$ cat config.mk
export PLATFORM = sky130hd
export DESIGN_NAME = max7219_driver
export DESIGN_NICKNAME = d
export VERILOG_FILES = /design/src/rtl/max7219_pkg.sv /design/src/rtl/max7219_spi_tx.sv /design/src/rtl/max7219_driver.sv
export SDC_FILE = /design/constraint.sdc
export NUM_CORES = 1
export LEC_CHECK = 0
export BUFFER_PORTS_ARGS = -buffer_cell sky130_fd_sc_hd__buf_2
export CORE_AREA = 2 2 126 128
export CTS_CLUSTER_SIZE = 30
export DETAILED_ROUTE_END_ITERATION = 12
export DIE_AREA = 0 0 128 130
export GPL_ROUTABILITY_DRIVEN = 0
export HOLD_SLACK_MARGIN = 0.02
export SETUP_SLACK_MARGIN = 0.3
export SLEW_MARGIN = 20
export SYNTH_ARGS = -nofsm -noshare
export SYNTH_HDL_FRONTEND = slang
export SYNTH_HIERARCHICAL = 1
export SYNTH_SLANG_ARGS = --single-unit
$ cat constraint.sdc
create_clock -name clk -period 3 [get_ports clk]
set_clock_uncertainty 0.1 [all_clocks]
set_input_delay 0.3 -clock clk [delete_from_list [all_inputs] [get_ports clk]]
set_output_delay 0.3 -clock clk [all_outputs]
set_load 0.05 [all_outputs]
$ cat src/rtl/max7219_pkg.sv
// Shared definitions for the MAX7219 display driver: register map,
// driver FSM states and the segment-to-register data conversion.
package max7219_pkg;

  localparam logic [7:0] REG_NOOP      = 8'h00;
  localparam logic [7:0] REG_DIGIT0    = 8'h01;
  localparam logic [7:0] REG_DIGIT1    = 8'h02;
  localparam logic [7:0] REG_DIGIT2    = 8'h03;
  localparam logic [7:0] REG_DIGIT3    = 8'h04;
  localparam logic [7:0] REG_DIGIT4    = 8'h05;
  localparam logic [7:0] REG_DIGIT5    = 8'h06;
  localparam logic [7:0] REG_DIGIT6    = 8'h07;
  localparam logic [7:0] REG_DIGIT7    = 8'h08;
  localparam logic [7:0] REG_DECODE    = 8'h09;
  localparam logic [7:0] REG_INTENSITY = 8'h0A;
  localparam logic [7:0] REG_SCANLIMIT = 8'h0B;
  localparam logic [7:0] REG_SHUTDOWN  = 8'h0C;
  localparam logic [7:0] REG_TEST      = 8'h0F;

  // Number of words in the power-up configuration sequence.
  localparam int INIT_WORDS = 5;

  typedef enum logic [1:0] {
    ST_INIT  = 2'd0,
    ST_IDLE  = 2'd1,
    ST_FRAME = 2'd2
  } drv_state_t;

  // seg is GFEDCBA, active-low. The chip wants active-high DP,A,B,C,D,E,F,G on D7..D0.
  function automatic logic [7:0] seg_to_max(input logic [6:0] seg, input logic dp);
    return {dp, ~seg[0], ~seg[1], ~seg[2], ~seg[3], ~seg[4], ~seg[5], ~seg[6]};
  endfunction

endpackage

$ cat src/rtl/max7219_spi_tx.sv
// Serializes one 16-bit MAX7219 word, MSB first, followed by an idle gap
// with LOAD high. done pulses in the first cycle the serializer is free again.
module max7219_spi_tx #(
  parameter int CLK_DIV = 4
) (
  input  logic        clk,
  input  logic        rst_n,
  input  logic        start,
  input  logic [15:0] word,
  output logic        busy,
  output logic        done,
  output logic        din,
  output logic        sclk,
  output logic        cs_n
);

  localparam int            CW         = $clog2(2 * CLK_DIV + 1);
  localparam logic [CW-1:0] PHASE_LOAD = CW'(CLK_DIV - 1);
  localparam logic [CW-1:0] GAP_LOAD   = CW'(2 * CLK_DIV - 1);

  logic          r_busy;
  logic          r_done;
  logic          r_din;
  logic          r_sclk;
  logic          r_cs_n;
  logic          r_gap;
  logic [CW-1:0] r_cnt;
  logic [3:0]    r_bit;
  logic [14:0]   r_shift;

  // Phase down-counter drives sclk half-periods, bit count and the trailing gap.
  always_ff @(posedge clk or negedge rst_n) begin
    if (!rst_n) begin
      r_busy  <= 1'b0;
      r_done  <= 1'b0;
      r_din   <= 1'b0;
      r_sclk  <= 1'b0;
      r_cs_n  <= 1'b1;
      r_gap   <= 1'b0;
      r_cnt   <= '0;
      r_bit   <= '0;
      r_shift <= '0;
    end else begin
      r_done <= 1'b0;
      if (!r_busy) begin
        if (start) begin
          r_busy  <= 1'b1;
          r_cs_n  <= 1'b0;
          r_sclk  <= 1'b0;
          r_din   <= word[15];
          r_shift <= word[14:0];
          r_bit   <= 4'd15;
          r_cnt   <= PHASE_LOAD;
          r_gap   <= 1'b0;
        end
      end else if (r_gap) begin
        if (r_cnt != '0) begin
          r_cnt <= r_cnt - CW'(1);
        end else begin
          r_busy <= 1'b0;
          r_gap  <= 1'b0;
          r_done <= 1'b1;
        end
      end else if (r_cnt != '0) begin
        r_cnt <= r_cnt - CW'(1);
      end else if (!r_sclk) begin
        r_sclk <= 1'b1;
        r_cnt  <= PHASE_LOAD;
      end else if (r_bit == 4'd0) begin
        // Last high phase over: raise LOAD to latch the word and start the gap.
        r_sclk <= 1'b0;
        r_cs_n <= 1'b1;
        r_gap  <= 1'b1;
        r_cnt  <= GAP_LOAD;
      end else begin
        r_sclk  <= 1'b0;
        r_din   <= r_shift[14];
        r_shift <= {r_shift[13:0], 1'b0};
        r_bit   <= r_bit - 4'd1;
        r_cnt   <= PHASE_LOAD;
      end
    end
  end

  assign busy = r_busy;
  assign done = r_done;
  assign din  = r_din;
  assign sclk = r_sclk;
  assign cs_n = r_cs_n;

endmodule

$ cat src/rtl/max7219_driver.sv
// MAX7219 display driver: configures the chip after reset, then sends one
// full frame of digit registers per valid/ready handshake.
//
//  state    | meaning
//  ST_INIT  | sending the configuration words, index = next word
//  ST_IDLE  | ready=1, waiting for a frame
//  ST_FRAME | sending digit words from the latched frame, index = next digit
module max7219_driver
  import max7219_pkg::*;
#(
  parameter int         NUM_DIGITS = 8,
  parameter int         CLK_DIV    = 4,
  parameter logic [3:0] INTENSITY  = 4'h8
) (
  input  logic                    clk,
  input  logic                    rst_n,
  input  logic [7*NUM_DIGITS-1:0] segs,
  input  logic [NUM_DIGITS-1:0]   dp,
  input  logic                    valid,
  output logic                    ready,
  output logic                    max_din,
  output logic                    max_sclk,
  output logic                    max_cs_n
);

  drv_state_t              r_state;
  drv_state_t              w_state_nxt;
  logic [3:0]              r_idx;
  logic [3:0]              w_idx_nxt;
  logic                    r_ready;
  logic [7*NUM_DIGITS-1:0] r_segs;
  logic [NUM_DIGITS-1:0]   r_dp;
  logic                    w_start;
  logic                    w_latch;
  logic [15:0]             w_word;
  logic [15:0]             w_init_word;
  logic [15:0]             w_frame_word [8];
  logic                    w_busy;
  logic                    w_done;

  // Digit words are built from the latched frame so input changes mid-frame are ignored.
  for (genvar gi = 0; gi < 8; gi++) begin : g_digit
    if (gi < NUM_DIGITS) begin : g_used
      assign w_frame_word[gi] = {8'(REG_DIGIT0 + gi), seg_to_max(r_segs[7*gi +: 7], r_dp[gi])};
    end else begin : g_unused
      assign w_frame_word[gi] = 16'h0000;
    end
  end

  // Configuration sequence lookup.
  always_comb begin
    w_init_word = {REG_SHUTDOWN, 8'h01};
    case (r_idx)
      4'd0:    w_init_word = {REG_TEST, 8'h00};
      4'd1:    w_init_word = {REG_DECODE, 8'h00};
      4'd2:    w_init_word = {REG_SCANLIMIT, 8'(NUM_DIGITS - 1)};
      4'd3:    w_init_word = {REG_INTENSITY, 4'h0, INTENSITY};
      default: w_init_word = {REG_SHUTDOWN, 8'h01};
    endcase
  end

  // Next-state, word select and serializer start.
  always_comb begin
    w_state_nxt = r_state;
    w_idx_nxt   = r_idx;
    w_start     = 1'b0;
    w_latch     = 1'b0;
    w_word      = 16'h0000;
    case (r_state)
      ST_INIT: begin
        w_word = w_init_word;
        // Word 0 goes out straight after reset; later words follow each done pulse.
        if ((r_idx == 4'd0 && !w_busy) || w_done) begin
          if (r_idx == 4'(INIT_WORDS)) begin
            w_state_nxt = ST_IDLE;
            w_idx_nxt   = 4'd0;
          end else begin
            w_start   = 1'b1;
            w_idx_nxt = r_idx + 4'd1;
          end
        end
      end
      ST_IDLE: begin
        // Digit 0 is launched from the live inputs so LOAD falls the cycle after the handshake.
        w_word = {REG_DIGIT0, seg_to_max(segs[6:0], dp[0])};
        if (valid && r_ready) begin
          w_start     = 1'b1;
          w_latch     = 1'b1;
          w_idx_nxt   = 4'd1;
          w_state_nxt = ST_FRAME;
        end
      end
      ST_FRAME: begin
        w_word = w_frame_word[r_idx[2:0]];
        if (w_done) begin
          if (r_idx == 4'(NUM_DIGITS)) begin
            w_state_nxt = ST_IDLE;
            w_idx_nxt   = 4'd0;
          end else begin
            w_start   = 1'b1;
            w_idx_nxt = r_idx + 4'd1;
          end
        end
      end
      default: begin
        w_state_nxt = ST_INIT;
        w_idx_nxt   = 4'd0;
      end
    endcase
  end

  // State, index, registered ready and frame capture.
  always_ff @(posedge clk or negedge rst_n) begin
    if (!rst_n) begin
      r_state <= ST_INIT;
      r_idx   <= 4'd0;
      r_ready <= 1'b0;
      r_segs  <= '1;
      r_dp    <= '0;
    end else begin
      r_state <= w_state_nxt;
      r_idx   <= w_idx_nxt;
      r_ready <= (w_state_nxt == ST_IDLE);
      if (w_latch) begin
        r_segs <= segs;
        r_dp   <= dp;
      end
    end
  end

  max7219_spi_tx #(
    .CLK_DIV(CLK_DIV)
  ) u_spi_tx (
    .clk   (clk),
    .rst_n (rst_n),
    .start (w_start),
    .word  (w_word),
    .busy  (w_busy),
    .done  (w_done),
    .din   (max_din),
    .sclk  (max_sclk),
    .cs_n  (max_cs_n)
  );

  assign ready = r_ready;

endmodule
==> reports/summary.txt <==
CP max FO - 15
Vias in the first global route - 3748
Initial antenna violation count - 1
EDFF count, synth - 0
Starting Density - 33.9%
Critical Path Start Type - flop
Placed cell areas - 5850 um2
Rel. slew slack - 45.9%
Maximum VDD drop - 0.271 mV
Tightest hold margin - 0.0765 ns
Top cell type by total area after synthesis - dfstp_2
Final nets - 559
Area of the multi-input gates - 2520 um2
Residual DRC - 0
DRT Pass-1 Iters - 5
Max-Cap Viols - 0
Finished layout cell area - 6220 um2
Num Clock Sinks - 100
First-pass GRT wire length - 18900 um
All-Layer GR Usage - 14.6%
Root buf cell - clkbuf_16
Total wire length - 11400 um
CTS tree - yes
Mapped Avg Cell Area - 13.0 um2
Fin Setup TNS - 0 ns
Final min period - 2.58 ns
Sequential-to-total area share from yosys stat - 49.2%
Port Buffers - 70
Crit path capture type - flop
Post-synthesis cell area - 5240 um2
Seq cells post-synth - 100
FF/Latch Area - 2570 um2
Asr flop ratio synth - 100%
Worst r2r src - r_idx[0]
Final design utilization - 40.3%
Worst skew pair latency - 0.35 ns
Yosys warns - 6
Area delta synth->final - 18.7%
Remaining Overflow, GRT - 0
Status - complete, no violations
Die height - 130 um
Post-CTS sizing - 0
CTS H-Tree Depth - 3
Num CTS Buffers - 9
Cells taking the most area after synthesis - dfstp_2, mux2_2, dfrtp_1, mux2_4, mux2i_1
CP Class - reg -> reg
Initial DRC Count - 186
Die W - 128 um
Detailed-route wire length per cell - 16.7 um
Critical Path Start - r_idx[0]
Netlist cell types - 55
Top cell type's share of synthesized area - 28.6%
Routed Antenna Nets - 0
Post-synth top cells - mux2_2, dfstp_2, dfrtp_1, nor2_1, nand2_1
Final hold violation count - 0
Top-count cell post-synth - mux2_2
RSZ-0062 raised after global routing - no
CP endpoint - u_spi_tx/r_shift[10]
Fill cell count - 1463
Crit path arrival time - 2.72 ns
P_leak - 2.76 nW
Pwr dens - 427 nW/um2
Final period utilization - 86.0%
R2r endpoint - u_spi_tx/r_shift[10]
Clk slew on worst S/H paths - 0.07 ns
Row cnt - 46
I/O pin count - 71
Die area - 16600 um2
FF-to-FF setup slack - 0.42 ns
Setup violators final - 0
Worst EP required - 3.14 ns
Core footprint - 15400 um2
Layout cells sized above 1 - 58.4%
Cell count after synthesis - 404
Worst Tran Pin Value - 0.811 ns
Post-synth top flop - dfstp_2
Max-slew violations - 0
Dpl hpwl - 8280 um
Post-DR vias/cell - 5.10
Clk buf depth - 2
Worst hold path class - in -> reg
Largest net degree at the start of global routing - 65
Cells on worst reg2reg path - 10
Vias - 3476
Fmax - 0.387 GHz
## report_power, final
part           leakage [nW]  internal (W)  total [W]  switching (W)
Clock                 0.151      0.000720    0.00122       0.000505
Combinational          1.49     0.0000339  0.0000765      0.0000426
Sequential             1.12       0.00135    0.00135              0
Total                  2.76       0.00211    0.00265       0.000547
## layout make-up
cell class              count  area share [%]
repair buffers             88            8.49
diodes                      1          0.0402
clock inverters             3           0.684
well taps                 192            3.86
inverters                  10           0.644
flip-flops and latches    100            41.4
clock buffers              13            4.37
multi-input cells         274            40.5
## cell usage in the layout, fill, tap and decap left out, types with 4 or more instances in the layout
cell type  Yosys  routed
a21oi_1       10      10
a221oi_1       8       8
buf_2         10      69
buf_4          1      15
clkbuf_16      0      10
conb_1         1       4
dfrtp_1       43      43
dfstp_2       57      57
ha_1           9       8
inv_1         10       9
mux2_2       101     101
mux2_4         9       9
mux2i_1       12      12
mux4_2         4       4
nand2_1       14      13
nand2b_1       7       7
nand3_1        5       4
nand3b_1       4       4
nor2_1        15      15
nor2b_1       10       9
nor3_1         4       4
o21ai_0        7       7
o22ai_1        6       6
## flip-flops by register name, summed over array words and instances, names as in the netlist
name              count
u_spi_tx/cs_n         1
u_spi_tx/sclk         1
u_spi_tx/r_gap        1
u_spi_tx/busy         1
r_idx                 4
u_spi_tx/r_cnt        4
u_spi_tx/r_bit        4
r_state               2
u_spi_tx/r_shift     15
r_dp                  8
r_segs               56
u_spi_tx/done         1
ready                 1
u_spi_tx/din          1
## worst min path at each step
stage / from / end / slack (ns) / cells past startpoint
floorplan: rst_n / r_dp[0] / -0.1 / 0
global placement: rst_n / r_dp[2] / 0.35 / 1
detailed placement: rst_n / r_dp[3] / 0.35 / 1
CTS: segs[50] / r_segs[50] / 0.07 / 2
global route: segs[36] / r_segs[36] / 0.07 / 2
finish: segs[50] / r_segs[50] / 0.08 / 2
## what timing repair did
| action | CTS | global route |
|---|---|---|
| hold buffers | 1 | 0 |
| pin swaps | 0 | 1 |
| endpoints found under the hold margin | 43 | 0 |
| endpoints found under the setup margin | 6 | 9 |
| setup buffers | 2 | 2 |
## critical path, cell delays in order, from the launching register on
cell and delay [ns]:
dfrtp_1 0.43, inv_4 0.09, ha_4 0.14, or4b_4 0.47
nand2_2 0.08, a32oi_1 0.07, o32ai_2 0.23, nor2b_4 0.30
a31oi_4 0.06, buf_12 0.20, mux2_4 0.29
## cells by family after synthesis
group           count (synthesis)  share of synthesized area, %
fa+ha+maj                       9                          2.15
other cells                     1                        0.0716
compound gates                 61                          8.67
flops                         100                          49.2
simple gates                   74                          7.93
buf+inv                        33                          3.70
mux                           126                          28.3
## metal layers
metal,vias up,track usage [%],wire (um)
met5,-,0,0
met4,0,7.43,322
met3,21,2.05,414
met2,69,24.8,5550
met1,1741,18.3,5100
li1,1645,-,-
## stage by stage
stage          worst slack (ns)  power (W)  instances
6_report                  0.419    0.00265        681
5_1_grt                   0.303    0.00275        681
3_3_place_gp              0.390    0.00145        659
3_5_place_dp              0.272    0.00145        659
2_1_floorplan             0.163    0.00138        407
4_1_cts                   0.413    0.00269        678
No activity file was read; power rests on OpenSTA's default activity.
